**config.mk**
```make
export PLATFORM = sky130hd
export DESIGN_NAME = id_stage_v
export DESIGN_NICKNAME = d
export VERILOG_FILES = /design/src/rtl/id_stage_v.sv
export SDC_FILE = /design/constraint.sdc
export NUM_CORES = 2
export LEC_CHECK = 0
export CAP_MARGIN = 25
export CORE_UTILIZATION = 50
export DETAILED_ROUTE_END_ITERATION = 8
export MAX_ROUTING_LAYER = met4
export PLACE_DENSITY = 0.77
export SETUP_SLACK_MARGIN = 0.3
export SLEW_MARGIN = 40
export SYNTH_ARGS = -nofsm -noshare
export SYNTH_HDL_FRONTEND = slang
export SYNTH_SLANG_ARGS = --single-unit
```
**constraint.sdc**
```tcl
create_clock -name clk -period 5.3 [get_ports clk]
set_input_delay 0.53 -clock clk [delete_from_list [all_inputs] [get_ports clk]]
set_output_delay 0.53 -clock clk [all_outputs]
set_load 0.01 [all_outputs]
```
**src/rtl/id_stage_v.sv**
```systemverilog
// -----------------------------------------------------------------------------
// id_stage_v : RV32I instruction decode stage
//
// Sits one cycle behind fetch. Holds the 32x32 integer register file, which
// the writeback stage writes. Decodes the fetched instruction into register
// indices, register operands, a sign-extended immediate, an ALU opcode and
// control flags, and registers all of them towards EX. A load in EX whose
// destination is needed by the decoding instruction produces a combinational
// stall back to IF. A flush turns the decoding instruction into a bubble.
//
// Ports
//   clk        in   1   rising-edge clock
//   reset      in   1   asynchronous reset, active low
//   is_flush   in   1   kill the instruction entering ID this cycle
//   if_valid   in   1   IF payload valid
//   if_pc      in  32   IF program counter
//   if_instr   in  32   IF instruction word
//   wb_we      in   1   writeback write enable
//   wb_rd      in   5   writeback destination register
//   wb_data    in  32   writeback data
//   ex_is_load in   1   instruction in EX is a load
//   ex_rd      in   5   destination register of the instruction in EX
//   is_stall   out  1   load-use stall to IF (combinational)
//   id_valid   out  1   EX payload valid (registered)
//   id_pc      out 32   registered pc
//   rs1_data   out 32   registered rs1 operand
//   rs2_data   out 32   registered rs2 operand
//   rs1/rs2/rd out  5   registered register indices (rd is 0 when reg_we=0)
//   imm        out 32   registered sign-extended immediate
//   alu_op     out  4   0 ADD,1 SUB,2 SLL,3 SLT,4 SLTU,5 XOR,6 SRL,7 SRA,
//                       8 OR,9 AND,10 PASS_IMM
//   ctrl       out  7   {illegal,is_jalr,is_jal,is_branch,mem_we,mem_re,reg_we}
// -----------------------------------------------------------------------------
module id_stage_v #(
   parameter int NUM_REGS  = 32,
   parameter bit BYPASS_WB = 1'b1
) (
   input  logic        clk,
   input  logic        reset,
   input  logic        is_flush,
   input  logic        if_valid,
   input  logic [31:0] if_pc,
   input  logic [31:0] if_instr,
   input  logic        wb_we,
   input  logic [4:0]  wb_rd,
   input  logic [31:0] wb_data,
   input  logic        ex_is_load,
   input  logic [4:0]  ex_rd,
   output logic        is_stall,
   output logic        id_valid,
   output logic [31:0] id_pc,
   output logic [31:0] rs1_data,
   output logic [31:0] rs2_data,
   output logic [4:0]  rs1,
   output logic [4:0]  rs2,
   output logic [4:0]  rd,
   output logic [31:0] imm,
   output logic [3:0]  alu_op,
   output logic [6:0]  ctrl
);

   localparam logic [6:0] OPC_OP     = 7'b0110011;
   localparam logic [6:0] OPC_OPIMM  = 7'b0010011;
   localparam logic [6:0] OPC_LOAD   = 7'b0000011;
   localparam logic [6:0] OPC_STORE  = 7'b0100011;
   localparam logic [6:0] OPC_BRANCH = 7'b1100011;
   localparam logic [6:0] OPC_LUI    = 7'b0110111;
   localparam logic [6:0] OPC_AUIPC  = 7'b0010111;
   localparam logic [6:0] OPC_JAL    = 7'b1101111;
   localparam logic [6:0] OPC_JALR   = 7'b1100111;

   localparam logic [3:0] ALU_ADD  = 4'd0;
   localparam logic [3:0] ALU_SUB  = 4'd1;
   localparam logic [3:0] ALU_SLL  = 4'd2;
   localparam logic [3:0] ALU_SLT  = 4'd3;
   localparam logic [3:0] ALU_SLTU = 4'd4;
   localparam logic [3:0] ALU_XOR  = 4'd5;
   localparam logic [3:0] ALU_SRL  = 4'd6;
   localparam logic [3:0] ALU_SRA  = 4'd7;
   localparam logic [3:0] ALU_OR   = 4'd8;
   localparam logic [3:0] ALU_AND  = 4'd9;
   localparam logic [3:0] ALU_PASS = 4'd10;

   // funct3 -> ALU op. 'alt' is instr[30]; it selects SUB only for register
   // ops (OP-IMM has no SUBI) but selects SRA for both OP and OP-IMM.
   function automatic logic [3:0] alu_dec(input logic [2:0] f3, input logic alt,
                                          input logic allow_sub);
      logic [3:0] op;
      case (f3)
         3'b000:  op = (alt && allow_sub) ? ALU_SUB : ALU_ADD;
         3'b001:  op = ALU_SLL;
         3'b010:  op = ALU_SLT;
         3'b011:  op = ALU_SLTU;
         3'b100:  op = ALU_XOR;
         3'b101:  op = alt ? ALU_SRA : ALU_SRL;
         3'b110:  op = ALU_OR;
         default: op = ALU_AND;
      endcase
      return op;
   endfunction

   // ---------------- register file ----------------
   logic [31:0] rf_q [NUM_REGS];
   logic        wr_ok;
   logic [4:0]  rs1_idx, rs2_idx;
   logic [31:0] rs1_val, rs2_val;

   assign wr_ok   = wb_we && (wb_rd != 5'd0) && (int'(wb_rd) < NUM_REGS);
   assign rs1_idx = if_instr[19:15];
   assign rs2_idx = if_instr[24:20];

   always_ff @(posedge clk or negedge reset) begin
      if (!reset) begin
         for (int i = 0; i < NUM_REGS; i++) rf_q[i] <= '0;
      end else if (wr_ok) begin
         rf_q[wb_rd] <= wb_data;
      end
   end

   // x0 always reads zero; with bypass a same-cycle write is forwarded.
   always_comb begin
      rs1_val = '0;
      rs2_val = '0;
      if (rs1_idx != 5'd0 && int'(rs1_idx) < NUM_REGS) rs1_val = rf_q[rs1_idx];
      if (rs2_idx != 5'd0 && int'(rs2_idx) < NUM_REGS) rs2_val = rf_q[rs2_idx];
      if (BYPASS_WB && wr_ok && wb_rd == rs1_idx) rs1_val = wb_data;
      if (BYPASS_WB && wr_ok && wb_rd == rs2_idx) rs2_val = wb_data;
   end

   // ---------------- decode ----------------
   logic [6:0]  opcode;
   logic [2:0]  funct3;
   logic [31:0] imm_dec;
   logic [3:0]  alu_dec_op;
   logic        reg_we, mem_re, mem_we, is_br, is_jal, is_jalr, illegal;
   logic        uses_rs1, uses_rs2;

   assign opcode = if_instr[6:0];
   assign funct3 = if_instr[14:12];

   always_comb begin
      imm_dec    = '0;
      alu_dec_op = ALU_ADD;
      reg_we     = 1'b0;
      mem_re     = 1'b0;
      mem_we     = 1'b0;
      is_br      = 1'b0;
      is_jal     = 1'b0;
      is_jalr    = 1'b0;
      illegal    = 1'b0;
      uses_rs1   = 1'b1;   // only LUI/AUIPC/JAL ignore rs1
      uses_rs2   = 1'b0;
      case (opcode)
         OPC_OP: begin
            reg_we     = 1'b1;
            uses_rs2   = 1'b1;
            alu_dec_op = alu_dec(funct3, if_instr[30], 1'b1);
         end
         OPC_OPIMM: begin
            reg_we     = 1'b1;
            imm_dec    = {{20{if_instr[31]}}, if_instr[31:20]};
            alu_dec_op = alu_dec(funct3, if_instr[30], 1'b0);
         end
         OPC_LOAD: begin
            reg_we  = 1'b1;
            mem_re  = 1'b1;
            imm_dec = {{20{if_instr[31]}}, if_instr[31:20]};
         end
         OPC_STORE: begin
            mem_we   = 1'b1;
            uses_rs2 = 1'b1;
            imm_dec  = {{20{if_instr[31]}}, if_instr[31:25], if_instr[11:7]};
         end
         OPC_BRANCH: begin
            is_br      = 1'b1;
            uses_rs2   = 1'b1;
            alu_dec_op = ALU_SUB;
            imm_dec    = {{19{if_instr[31]}}, if_instr[31], if_instr[7],
                          if_instr[30:25], if_instr[11:8], 1'b0};
         end
         OPC_LUI: begin
            reg_we     = 1'b1;
            uses_rs1   = 1'b0;
            alu_dec_op = ALU_PASS;
            imm_dec    = {if_instr[31:12], 12'd0};
         end
         OPC_AUIPC: begin
            reg_we   = 1'b1;
            uses_rs1 = 1'b0;
            imm_dec  = {if_instr[31:12], 12'd0};
         end
         OPC_JAL: begin
            reg_we   = 1'b1;
            is_jal   = 1'b1;
            uses_rs1 = 1'b0;
            imm_dec  = {{11{if_instr[31]}}, if_instr[31], if_instr[19:12],
                        if_instr[20], if_instr[30:21], 1'b0};
         end
         OPC_JALR: begin
            reg_we  = 1'b1;
            is_jalr = 1'b1;
            imm_dec = {{20{if_instr[31]}}, if_instr[31:20]};
         end
         default: illegal = 1'b1;
      endcase
   end

   // Load-use hazard; suppressed by flush and while reset is asserted.
   assign is_stall = reset && if_valid && ex_is_load && (ex_rd != 5'd0) && !is_flush &&
                     ((uses_rs1 && rs1_idx == ex_rd) || (uses_rs2 && rs2_idx == ex_rd));

   // ---------------- ID/EX register ----------------
   logic        load_en;
   logic        valid_d, valid_q;
   logic [31:0] pc_d, pc_q, rs1_data_d, rs1_data_q, rs2_data_d, rs2_data_q, imm_d, imm_q;
   logic [4:0]  rs1_d, rs1_q, rs2_d, rs2_q, rd_d, rd_q;
   logic [3:0]  alu_d, alu_q;
   logic [6:0]  ctrl_d, ctrl_q;

   assign load_en = if_valid && !is_flush && !is_stall;

   // Anything other than a live instruction loads an all-zero bubble.
   always_comb begin
      valid_d    = 1'b0;
      pc_d       = '0;
      rs1_data_d = '0;
      rs2_data_d = '0;
      rs1_d      = '0;
      rs2_d      = '0;
      rd_d       = '0;
      imm_d      = '0;
      alu_d      = '0;
      ctrl_d     = '0;
      if (load_en) begin
         valid_d    = 1'b1;
         pc_d       = if_pc;
         rs1_data_d = rs1_val;
         rs2_data_d = rs2_val;
         rs1_d      = rs1_idx;
         rs2_d      = rs2_idx;
         rd_d       = reg_we ? if_instr[11:7] : 5'd0;
         imm_d      = imm_dec;
         alu_d      = alu_dec_op;
         ctrl_d     = {illegal, is_jalr, is_jal, is_br, mem_we, mem_re, reg_we};
      end
   end

   always_ff @(posedge clk or negedge reset) begin
      if (!reset) begin
         valid_q    <= 1'b0;
         pc_q       <= '0;
         rs1_data_q <= '0;
         rs2_data_q <= '0;
         rs1_q      <= '0;
         rs2_q      <= '0;
         rd_q       <= '0;
         imm_q      <= '0;
         alu_q      <= '0;
         ctrl_q     <= '0;
      end else begin
         valid_q    <= valid_d;
         pc_q       <= pc_d;
         rs1_data_q <= rs1_data_d;
         rs2_data_q <= rs2_data_d;
         rs1_q      <= rs1_d;
         rs2_q      <= rs2_d;
         rd_q       <= rd_d;
         imm_q      <= imm_d;
         alu_q      <= alu_d;
         ctrl_q     <= ctrl_d;
      end
   end

   assign id_valid = valid_q;
   assign id_pc    = pc_q;
   assign rs1_data = rs1_data_q;
   assign rs2_data = rs2_data_q;
   assign rs1      = rs1_q;
   assign rs2      = rs2_q;
   assign rd       = rd_q;
   assign imm      = imm_q;
   assign alu_op   = alu_q;
   assign ctrl     = ctrl_q;

endmodule
```
==> flow_metrics.tcl <==
set metrics [dict create \
    worstPathRequired_ns 4.77 \
    drc 0 \
    final-hold-violation-count 0 \
    syn-cell-area_sq_um 60100 \
    path_buf_inv 2 \
    rsz0062_at_grt "no" \
    p_int_uw 18600 \
    power_leakage_uw 0.0292 \
    setup_viol 0 \
    fin_crit_ns 4.08 \
    total_power_uw 25400 \
    swShare_pct 26.6 \
    antenna_found_initial 11 \
    power_frac_comb_pct 19.3 \
    pwr-share-clk_pct 34.7 \
    avgViaCountPerCell 6.79 \
    path_cells "clkdlybuf4s50_1, nand4bb_1, nor3_1, nand4_1, a21oi_4, nor2b_1, clkdlybuf4s50_1" \
    die_x_microns 349 \
    die_area_sq_um 122000 \
    ys_seq_area_share_pct 49.1 \
    synth_cells 3967 \
    via_count 38800 \
    drive_gt1_share_pct 46.9 \
    grtUsageTotal_pct 30.4 \
    critPathKind "in -> out" \
    overflow 0 \
    timing.hold.ws_ns 0.211 \
    drt_iter0_drc 4210 \
    fin_nets 4131 \
    p_per_area_nw_per_um2 371 \
    crit_arrival_ns 3.55 \
    gp_congestion 0.967 \
    endpoint_kind "output port" \
    tns_ns 0 \
    cts_buffers 118 \
    drtPass1Iterations 6 \
    synth_seq_cells 1179 \
    drt_wl_total_microns 178000 \
    grt_max_degree 147 \
    share_seq_of_total_power_pct 45.9 \
    clockRootBuffer "clkbuf_16" \
    synth_edf_count 0 \
    cts_resized 0 \
    yosysWarnings 0 \
    ys.flop_type "dfrtp_1" \
    status "finished clean" \
    cts_sinks 1179 \
    maxClockFrequency_mhz 245 \
    synth_nets 4079 \
    yosysTopAreaCell "dfrtp_1" \
    htree_levels 3 \
    avgSynthCellArea_sq_um 15.1 \
    row_count 126 \
    cts_tree "done" \
    cpLargestDelayFamily "simple AND/OR/NAND/NOR gates" \
    async_reset_ff_share_pct 100 \
    grt_pass1_vias 39700 \
    slowest_delay_ns 0.63 \
    switchingPower_uw 6750 \
    timing.final.max_slew_violations 0 \
    ioPinCount 268 \
    clock_latency_ns 0.72 \
    worst_path_most_repeated_cell "clkdlybuf4s50_1" \
    ir_drop_mv 0.328 \
    synth_most_common_cell "dfrtp_1" \
    core_sq_um 119000 \
    path_max_fanout 23 \
    wl_per_cell_microns 31.1 \
    portBuffers 267 \
    final_util_pct 57.7 \
    ys_top_cells_by_count "dfrtp_1 (1179), mux2_2 (1018), mux4_2 (513), clkbuf_1 (234), a22oi_1 (160)" \
    clk_pin_slew_worst_paths_ns 0.06 \
    max_slew_margin_pct 39.6 \
    syn2layout_area_growth_pct 13.9 \
    slowest_stage "nand4bb_1" \
    tightestPinTransition_ns 0.903 \
    hold_class "in -> reg" \
    grt_pass1_wl_microns 266000 \
    maxCapViolCount 0 \
    dp_hpwl_microns 107000 \
    synth_area_leaders "dfrtp_1 (49%), mux4_2 (19%), mux2_2 (19%)" \
    synth_top_area_share_pct 49.1 \
    fin_crit_sh_pct 77.0 \
    final.setup_skew_ns 0.0289 \
    die_h_microns 349 \
    ant_nets 0 \
    initial_core_util_pct 50.7 \
    clockBufferDepth 3 \
    critPathLaunchType "primary input" \
    synth_cell_types 55 \
]
[power by group through the flow]
stage | Combinational (uW) | Clock [uW] | Sequential [uW]
after detailed placement | 4880 | 0 | 11800
after global placement | 4730 | 0 | 11600
after floorplan | 3650 | 0 | 11400
final | 4910 | 8810 | 11700
after CTS | 4910 | 8900 | 11600
after global routing | 5230 | 9270 | 11800
[through the flow]
step,instance area [sq um],setup slack [ns],instances
floorplan,60100,2.67,3967
global placement,64100,1.27,5487
CTS,68300,1.30,5710
global route,68400,1.07,5723
detailed placement,64200,1.32,5494
finish,68400,1.22,5723
[registers in the layout (all words and copies together), names as in the netlist]
name	flops
alu_op	4
ctrl	7
id_pc	32
id_valid	1
imm	32
rd	5
rf_q	1024
rs1	5
rs1_data	32
rs2	5
rs2_data	32
[per-layer routing]
layer / vias up / global-route usage, % / share of wire, %
met5: - / - / 0
met4: 0 / 11.3 / 3.8
met3: 382 / 6.94 / 9.6
met2: 2033 / 44.9 / 46
met1: 21000 / 41.1 / 40
li1: 15400 / - / -
[worst paths after layout]
| kind | startpoint | to | slack [ns] | cells after the start |
|---|---|---|---|---|
| max in group asynchronous | reset | rf_q[356] | 2.95 | 5 |
| worst max register to register | rf_q[141] | rs1_data[13] | 3.24 | 5 |
| worst min-delay path | if_instr[17] | rs1[2] | 0.21 | 2 |
| worst max-delay path | if_instr[3] | is_stall | 1.22 | 7 |
| min in group asynchronous | reset | id_pc[10] | 0.40 | 2 |
| worst min register to register | rf_q[994] | rf_q[994] | 0.40 | 0 |
[placed cells by master, fill, tap and decap left out, drive strengths merged, types with 6 or more instances in the layout]
cell type      synthesis  layout
nor2                  27      27
nand2                117     117
a211oi                33      33
inv                   17      23
a22oi                160     160
clkinvlp               0       8
clkdlybuf4s50          0     244
a222oi                32      32
nor2b                  7       7
dfrtp               1179    1179
clkbuf               234     166
buf                  226     145
mux4                 513     513
nor3                  57      57
mux2                1024    1024
nand3                  6       6
mux2i                132     132
xnor2                  8       8
nor3b                 44      44
bufinv                 0      14
o211ai                33      33
a21oi                 30      30
nor4                  28      28
xor2                  12      12
diode                  0       9
clkinv                 0      23
[area by class of cell]
class,instances,area [sq um]
Multi-Input combinational cell,2311,28800
Tap cell,1600,2000
Inverter,17,63.8
Fill cell,9083,50100
Clock inverter,51,699
Timing Repair Buffer,392,3930
Clock buffer,164,3390
Antenna cell,9,22.5
Sequential cell,1179,29500
[kinds of logic (layout without fill, tap and decap cells)]
| kind of cell | Yosys count | count (layout) | share of synthesized area (%) |
|---|---|---|---|
| multiplexers | 1669 | 1669 | 40.6 |
| flip-flops | 1179 | 1179 | 49.1 |
| buffers and inverters | 477 | 624 | 3.37 |
| AND/OR/NAND/NOR | 317 | 317 | 2.74 |
| AO/OA/AOI/OAI | 305 | 305 | 3.88 |
| XOR/XNOR | 20 | 20 | 0.292 |
| other | 0 | 9 | 0 |
[repair_timing]
action	in CTS	in global routing
buffers inserted	0	0
hold endpoints to repair	68	0
hold buffers	1	0
(Power assumes the default switching activity.)
